==> config.mk <==
export PLATFORM = sky130hd
export DESIGN_NAME = digi_ota_array
export DESIGN_NICKNAME = d
export VERILOG_FILES = /design/src/rtl/digi_ota_pkg.sv /design/src/rtl/digi_ota_channel.sv /design/src/rtl/digi_ota_array.sv
export SDC_FILE = /design/constraint.sdc
export NUM_CORES = 1
export LEC_CHECK = 0
export ABC_AREA = 1
export CAP_MARGIN = 20
export CORE_AREA = 3 3 72 74
export CTS_CLUSTER_SIZE = 16
export DETAILED_ROUTE_END_ITERATION = 12
export DIE_AREA = 0 0 75 77
export PLACE_DENSITY = 0.68
export SKIP_LAST_GASP = 1
export SYNTH_ARGS = -nofsm -noshare
export SYNTH_HDL_FRONTEND = slang
export SYNTH_SLANG_ARGS = --single-unit
export TNS_END_PERCENT = 100
==> constraint.sdc <==
create_clock -name clk -period 3 [get_ports clk]
set_input_delay 0.9 -clock clk [delete_from_list [all_inputs] [get_ports clk]]
set_output_delay 0.9 -clock clk [all_outputs]
set_load 0.005 [all_outputs]
==> src/rtl/digi_ota_pkg.sv <==
// Shared types and helpers for the multi-channel digital OTA array.
package digi_ota_pkg;

  typedef enum logic [1:0] {
    REL  = 2'd0,
    DHI  = 2'd1,
    DLO  = 2'd2,
    DEAD = 2'd3
  } ota_state_e;

  typedef enum logic [1:0] {
    T_Z  = 2'd0,
    T_HI = 2'd1,
    T_LO = 2'd2
  } ota_tgt_e;

  localparam int unsigned DCNT_W = 4;

  // Drive state that realises a given target.
  function automatic ota_state_e state_for(input ota_tgt_e t);
    case (t)
      T_HI:    return DHI;
      T_LO:    return DLO;
      default: return REL;
    endcase
  endfunction

  function automatic bit cfg_ok(input int unsigned ch, input int unsigned cnt_w,
                                input int unsigned hyst, input int unsigned dead);
    return (ch >= 1) && (ch <= 8) && (cnt_w >= 3) && (cnt_w <= 8) &&
           (hyst >= 1) && (hyst < (1 << (cnt_w - 1))) && (dead <= 15);
  endfunction

endpackage

==> src/rtl/digi_ota_channel.sv <==
// One OTA channel: input synchroniser, decision, integrating accumulator and
// tri-state drive FSM with break-before-make dead time.
module digi_ota_channel
  import digi_ota_pkg::*;
#(
  parameter int unsigned CNT_W    = 4,
  parameter int unsigned HYST     = 2,
  parameter int unsigned DEAD_CYC = 2
) (
  input  logic clk,
  input  logic rst,
  input  logic en,
  input  logic mode,
  input  logic mode_chg,
  input  logic vip,
  input  logic vin,
  output logic out,
  output logic oe,
  output logic sat
);

  localparam int unsigned MID = 1 << (CNT_W - 1);
  localparam logic [CNT_W-1:0] ACC_MID   = CNT_W'(MID);
  localparam logic [CNT_W-1:0] ACC_MAX   = {CNT_W{1'b1}};
  localparam logic [CNT_W-1:0] ACC_HI_TH = CNT_W'(MID + HYST);
  localparam logic [CNT_W-1:0] ACC_LO_TH = CNT_W'(MID - HYST);
  localparam logic [DCNT_W-1:0] DCNT_LOAD =
    (DEAD_CYC > 0) ? DCNT_W'(DEAD_CYC - 1) : DCNT_W'(0);

  logic vip_m_q, vip_m_d, vip_s_q, vip_s_d;
  logic vin_m_q, vin_m_d, vin_s_q, vin_s_d;
  logic [CNT_W-1:0]  acc_q, acc_d;
  logic [DCNT_W-1:0] dcnt_q, dcnt_d;
  ota_state_e state_q, state_d;
  logic out_q, out_d, oe_q, oe_d, sat_q, sat_d;
  logic up_c, dn_c;
  ota_tgt_e tgt_c;

  always_ff @(posedge clk or posedge rst) begin
    if (rst) begin
      vip_m_q <= 1'b0;
      vip_s_q <= 1'b0;
      vin_m_q <= 1'b0;
      vin_s_q <= 1'b0;
      acc_q   <= ACC_MID;
      dcnt_q  <= '0;
      state_q <= REL;
      out_q   <= 1'b0;
      oe_q    <= 1'b0;
      sat_q   <= 1'b0;
    end else begin
      vip_m_q <= vip_m_d;
      vip_s_q <= vip_s_d;
      vin_m_q <= vin_m_d;
      vin_s_q <= vin_s_d;
      acc_q   <= acc_d;
      dcnt_q  <= dcnt_d;
      state_q <= state_d;
      out_q   <= out_d;
      oe_q    <= oe_d;
      sat_q   <= sat_d;
    end
  end

  always_comb begin
    vip_m_d = vip;
    vip_s_d = vip_m_q;
    vin_m_d = vin;
    vin_s_d = vin_m_q;
    up_c    = vip_s_q & ~vin_s_q;
    dn_c    = vin_s_q & ~vip_s_q;
    acc_d   = acc_q;
    tgt_c   = T_Z;
    state_d = state_q;
    dcnt_d  = dcnt_q;

    // Accumulator only integrates in a settled integrate mode; otherwise parked at MID.
    if (!en || !mode || mode_chg) begin
      acc_d = ACC_MID;
    end else if (up_c && (acc_q != ACC_MAX)) begin
      acc_d = acc_q + CNT_W'(1);
    end else if (dn_c && (acc_q != '0)) begin
      acc_d = acc_q - CNT_W'(1);
    end

    if (mode) begin
      if (acc_q >= ACC_HI_TH)      tgt_c = T_HI;
      else if (acc_q <= ACC_LO_TH) tgt_c = T_LO;
    end else begin
      if (up_c)      tgt_c = T_HI;
      else if (dn_c) tgt_c = T_LO;
    end

    case (state_q)
      REL: state_d = state_for(tgt_c);
      DHI: begin
        if (tgt_c == T_Z) begin
          state_d = REL;
        end else if (tgt_c == T_LO) begin
          if (DEAD_CYC == 0) begin
            state_d = DLO;
          end else begin
            state_d = DEAD;
            dcnt_d  = DCNT_LOAD;
          end
        end
      end
      DLO: begin
        if (tgt_c == T_Z) begin
          state_d = REL;
        end else if (tgt_c == T_HI) begin
          if (DEAD_CYC == 0) begin
            state_d = DHI;
          end else begin
            state_d = DEAD;
            dcnt_d  = DCNT_LOAD;
          end
        end
      end
      default: begin
        if (dcnt_q == '0) state_d = state_for(tgt_c);
        else              dcnt_d  = dcnt_q - DCNT_W'(1);
      end
    endcase

    if (!en) begin
      state_d = REL;
      dcnt_d  = '0;
    end

    out_d = (state_d == DHI);
    oe_d  = (state_d == DHI) || (state_d == DLO);
    sat_d = mode && ((acc_d == '0) || (acc_d == ACC_MAX));
  end

  assign out = out_q;
  assign oe  = oe_q;
  assign sat = sat_q;

endmodule

==> src/rtl/digi_ota_array.sv <==
// Multi-channel clocked digital OTA: registers mode, fans out enable and
// packs the per-channel pad outputs.
module digi_ota_array
  import digi_ota_pkg::*;
#(
  parameter int unsigned CHANNELS = 2,
  parameter int unsigned CNT_W    = 4,
  parameter int unsigned HYST     = 2,
  parameter int unsigned DEAD_CYC = 2
) (
  input  logic                clk,
  input  logic                rst,
  input  logic                en,
  input  logic                mode,
  input  logic [CHANNELS-1:0] vip,
  input  logic [CHANNELS-1:0] vin,
  output logic [CHANNELS-1:0] out,
  output logic [CHANNELS-1:0] oe,
  output logic [CHANNELS-1:0] sat
);

  if (!cfg_ok(CHANNELS, CNT_W, HYST, DEAD_CYC)) begin : g_bad_cfg
    $error("digi_ota_array: parameter out of range");
  end

  logic mode_q, mode_d;
  logic mode_chg_c;

  always_ff @(posedge clk or posedge rst) begin
    if (rst) mode_q <= 1'b0;
    else     mode_q <= mode_d;
  end

  // Change is seen on the edge that updates the registered mode.
  always_comb begin
    mode_d     = mode;
    mode_chg_c = (mode != mode_q);
  end

  for (genvar i = 0; i < CHANNELS; i++) begin : g_ch
    digi_ota_channel #(
      .CNT_W    (CNT_W),
      .HYST     (HYST),
      .DEAD_CYC (DEAD_CYC)
    ) u_ch (
      .clk      (clk),
      .rst      (rst),
      .en       (en),
      .mode     (mode_q),
      .mode_chg (mode_chg_c),
      .vip      (vip[i]),
      .vin      (vin[i]),
      .out      (out[i]),
      .oe       (oe[i]),
      .sat      (sat[i])
    );
  end

endmodule

==> impl_metrics.json <==
{
  "worst-path-buf-inv": 3,
  "grt_max_degree": 36,
  "die_x_um": 75,
  "clockBufferDepth": 2,
  "antenna_found_initial": 0,
  "drive_gt1_share_pct": 8.62,
  "reg2reg_from": "g_ch[0].u_ch.acc_q[0]$_DFF_PP0_",
  "ios": 14,
  "num-fill-cells": 442,
  "fin_crit_ns": 2.08,
  "slowest_stage": "clkdlybuf4s50_1",
  "skew_ns": 0.00370,
  "synth_area_per_cell_um2": 7.38,
  "netSwitchingPower_mw": 0.480,
  "crit_chain": "clkdlybuf4s50_1, nand2_1, nor2_4, o21ai_0, inv_1, nand2_1, nand2_1, inv_1, nand3_1, nand2_1",
  "max-cap-violations": 0,
  "cell_internal_pwr_mw": 0.934,
  "p_comb_share_pct": 32.5,
  "ant_nets": 0,
  "hold_path_end": "g_ch[1].u_ch.vin_s_q$_DFF_PP0_",
  "regToRegEndpoint": "g_ch[0].u_ch.oe$_DFF_PP0_",
  "final_common_cell": "nand2_1",
  "synth_top_flop_cell": "dfrtp_1",
  "rsz0062_at_grt": "no",
  "ys_seq_area_share_pct": 38.4,
  "io_buffers": 13,
  "min_from": "g_ch[1].u_ch.vin_m_q$_DFF_PP0_",
  "cp_max_fo": 10,
  "clockRootBuffer": "clkbuf_8",
  "viasPerCell": 5.01,
  "grt_pass1_wl_um": 7930,
  "crit_path_frequent_cell": "nand2_1",
  "synth_nets": 336,
  "dieHeight_um": 77,
  "antennaDiodeCount": 0,
  "cts.clk_slew.worst_paths_ns": 0.07,
  "finalSetupViolCount": 0,
  "die_area_um2": 5780,
  "cts_setup_buffers": 0,
  "worst_pin_slew_ns": 0.433,
  "core_um2": 4660,
  "drv_slew": 0,
  "synth-edff-count": 0,
  "min_period_over_period_pct": 69.4,
  "drcViolationCount": 0,
  "multi_input_area_um2": 1150,
  "hold_violations": 0,
  "cts_hold_buf": 0,
  "path_delay_family": "buffers and inverters",
  "slowest_delay_ns": 0.52,
  "ff_latch_area_um2": 878,
  "grt_use_total_pct": 17.1,
  "holdPathStages": 0,
  "synthArstFlopShare_pct": 100,
  "grt_pass1_vias": 1900,
  "p_seq_share_pct": 41.3,
  "syn2layout_area_growth_pct": 11.0,
  "hold_class": "register to register",
  "p_clk_share_pct": 26.3,
  "cts.sinks": 35,
  "first_pass_iters": 4,
  "rows": 25,
  "r2r_cells": 12,
  "endpoint_kind": "register",
  "yosysUniqueCellTypes": 32,
  "synth_cells": 310,
  "finalNetCount": 350,
  "cts_tree": "yes",
  "fmax_ghz": 0.480,
  "stdcell_count": 379,
  "cts_buffers": 5,
  "mostFrequentLayoutCells": "nand2_1 (81), inv_1 (50), nand3_1 (40), dfrtp_1 (33), nor2_1 (20)",
  "place_congestion": 0.896,
  "vdd_drop_max_mv": 0.276,
  "hpwlAfterDp_um": 3210,
  "num_vias": 1899,
  "ys_seq_elements": 35,
  "power.density_nw_per_um2": 557,
  "criticalPathCategory": "input port to register",
  "rrSetupSlack_ns": 1.12,
  "start_kind": "input port",
  "worstPathRequired_ns": 3.17,
  "cp.arrival_ns": 2.26,
  "wirelength_um": 4210,
  "overflow": 0,
  "p_sw_share_pct": 33.9,
  "outcome": "complete, no violations",
  "ctsResizeCount": 0,
  "drt_iter0_markers": 161,
  "worstSkewPairLatency_ns": 0.28,
  "power_leakage_nw": 1.37,
  "routedWlPerCell_um": 11.1,
  "ys_warn_count": 0,
  "placed_cells": 371,
  "tns_ns": 0,
  "syn_area_um2": 2290,
  "max_slew_margin_pct": 71.2,
  "htree_num_levels": 2,
  "initial_core_util_pct": 49.1
}
-- final cells by class --
| class | count | area share, % |
|---|---|---|
| inverters | 54 | 7.98 |
| well taps | 54 | 2.66 |
| flip-flops and latches | 35 | 34.6 |
| repair buffers | 15 | 5.71 |
| clock buffers | 8 | 3.94 |
| multi-input cells | 213 | 45.2 |
-- worst register-to-register path: cells and delay by family (launching register included) --
kind | cells | cell delay [ns]
fa+ha+maj | 2 | 0.47
buf+inv | 4 | 0.25
flops | 1 | 0.40
simple gates | 6 | 0.69
-- metal layers --
layer	up-vias	routed length, µm	global-route usage (%)
li1	1004	-	-
met1	866	2070	23.1
met2	27	1980	27.5
met3	2	143	3.54
met4	0	24	4.63
met5	-	0	0
-- cell families (layout without fill, tap and decap cells) --
family,Yosys count,in the layout,share of synthesized area [%]
simple gates,164,164,32.3
buf+inv,62,77,11.5
flops,35,35,38.4
compound gates,29,29,7.22
fa+ha+maj,18,18,9.84
xor+xnor,2,2,0.766
-- how the worst max path moves through the flow --
stage / slack [ns] / from / to / cells after the start
after floorplan: 1.21 / en / g_ch[1].u_ch.oe$_DFF_PP0_ / 5
after global placement: 0.66 / en / g_ch[1].u_ch.dcnt_q[1]$_DFFE_PP0P_ / 7
after detailed placement: 0.59 / en / g_ch[0].u_ch.sat$_DFF_PP0_ / 10
after CTS: 0.90 / en / g_ch[0].u_ch.sat$_DFF_PP0_ / 10
after global routing: 0.76 / en / g_ch[0].u_ch.sat$_DFF_PP0_ / 10
final: 0.92 / en / g_ch[0].u_ch.sat$_DFF_PP0_ / 10
-- registers in the layout (all words and copies together), names as in the netlist --
signal             flops
g_ch.u_ch.acc_q        8
g_ch.u_ch.dcnt_q       8
g_ch.u_ch.state_q      4
g_ch.u_ch.oe           2
g_ch.u_ch.out          2
g_ch.u_ch.sat          2
g_ch.u_ch.vin_m_q      2
g_ch.u_ch.vin_s_q      2
g_ch.u_ch.vip_m_q      2
g_ch.u_ch.vip_s_q      2
mode_q                 1
-- power groups by stage --
stage	clock network, mW	registers, mW	logic, mW
2_1_floorplan	0	0.582	0.373
5_1_grt	0.407	0.593	0.541
6_report	0.371	0.584	0.459
4_1_cts	0.389	0.584	0.462
3_5_place_dp	0	0.593	0.459
3_3_place_gp	0	0.590	0.453
-- metrics by stage --
| stage | utilization (%) | area [µm²] | setup slack [ns] | hold WS, ns | power [mW] |
|---|---|---|---|---|---|
| floorplan | - | 2290 | 1.21 | 0.331 | 0.954 |
| global route | 54.5 | 2540 | 0.756 | 0.365 | 1.54 |
| CTS | 54.5 | 2540 | 0.901 | 0.351 | 1.43 |
| global placement | 52.4 | 2440 | 0.661 | 0.332 | 1.04 |
| finish | 54.5 | 2540 | 0.919 | 0.348 | 1.41 |
| detailed placement | 52.4 | 2440 | 0.589 | 0.335 | 1.05 |
-- cells in the mapped netlist (3+ instances only) --
| cell | count | area (µm²) |
|---|---|---|
| nand4_1 | 8 | 50.1 |
| nand3_1 | 40 | 200 |
| ha_1 | 18 | 225 |
| o21ai_0 | 13 | 65.1 |
| buf_4 | 6 | 45.0 |
| a21oi_1 | 8 | 40.0 |
| inv_1 | 50 | 188 |
| nand2_1 | 81 | 304 |
| nor2_1 | 20 | 75.1 |
| nor2_2 | 3 | 18.8 |
| dfrtp_1 | 33 | 826 |
| inv_2 | 4 | 15.0 |
Note: power is estimated with default switching activity, not from simulation.
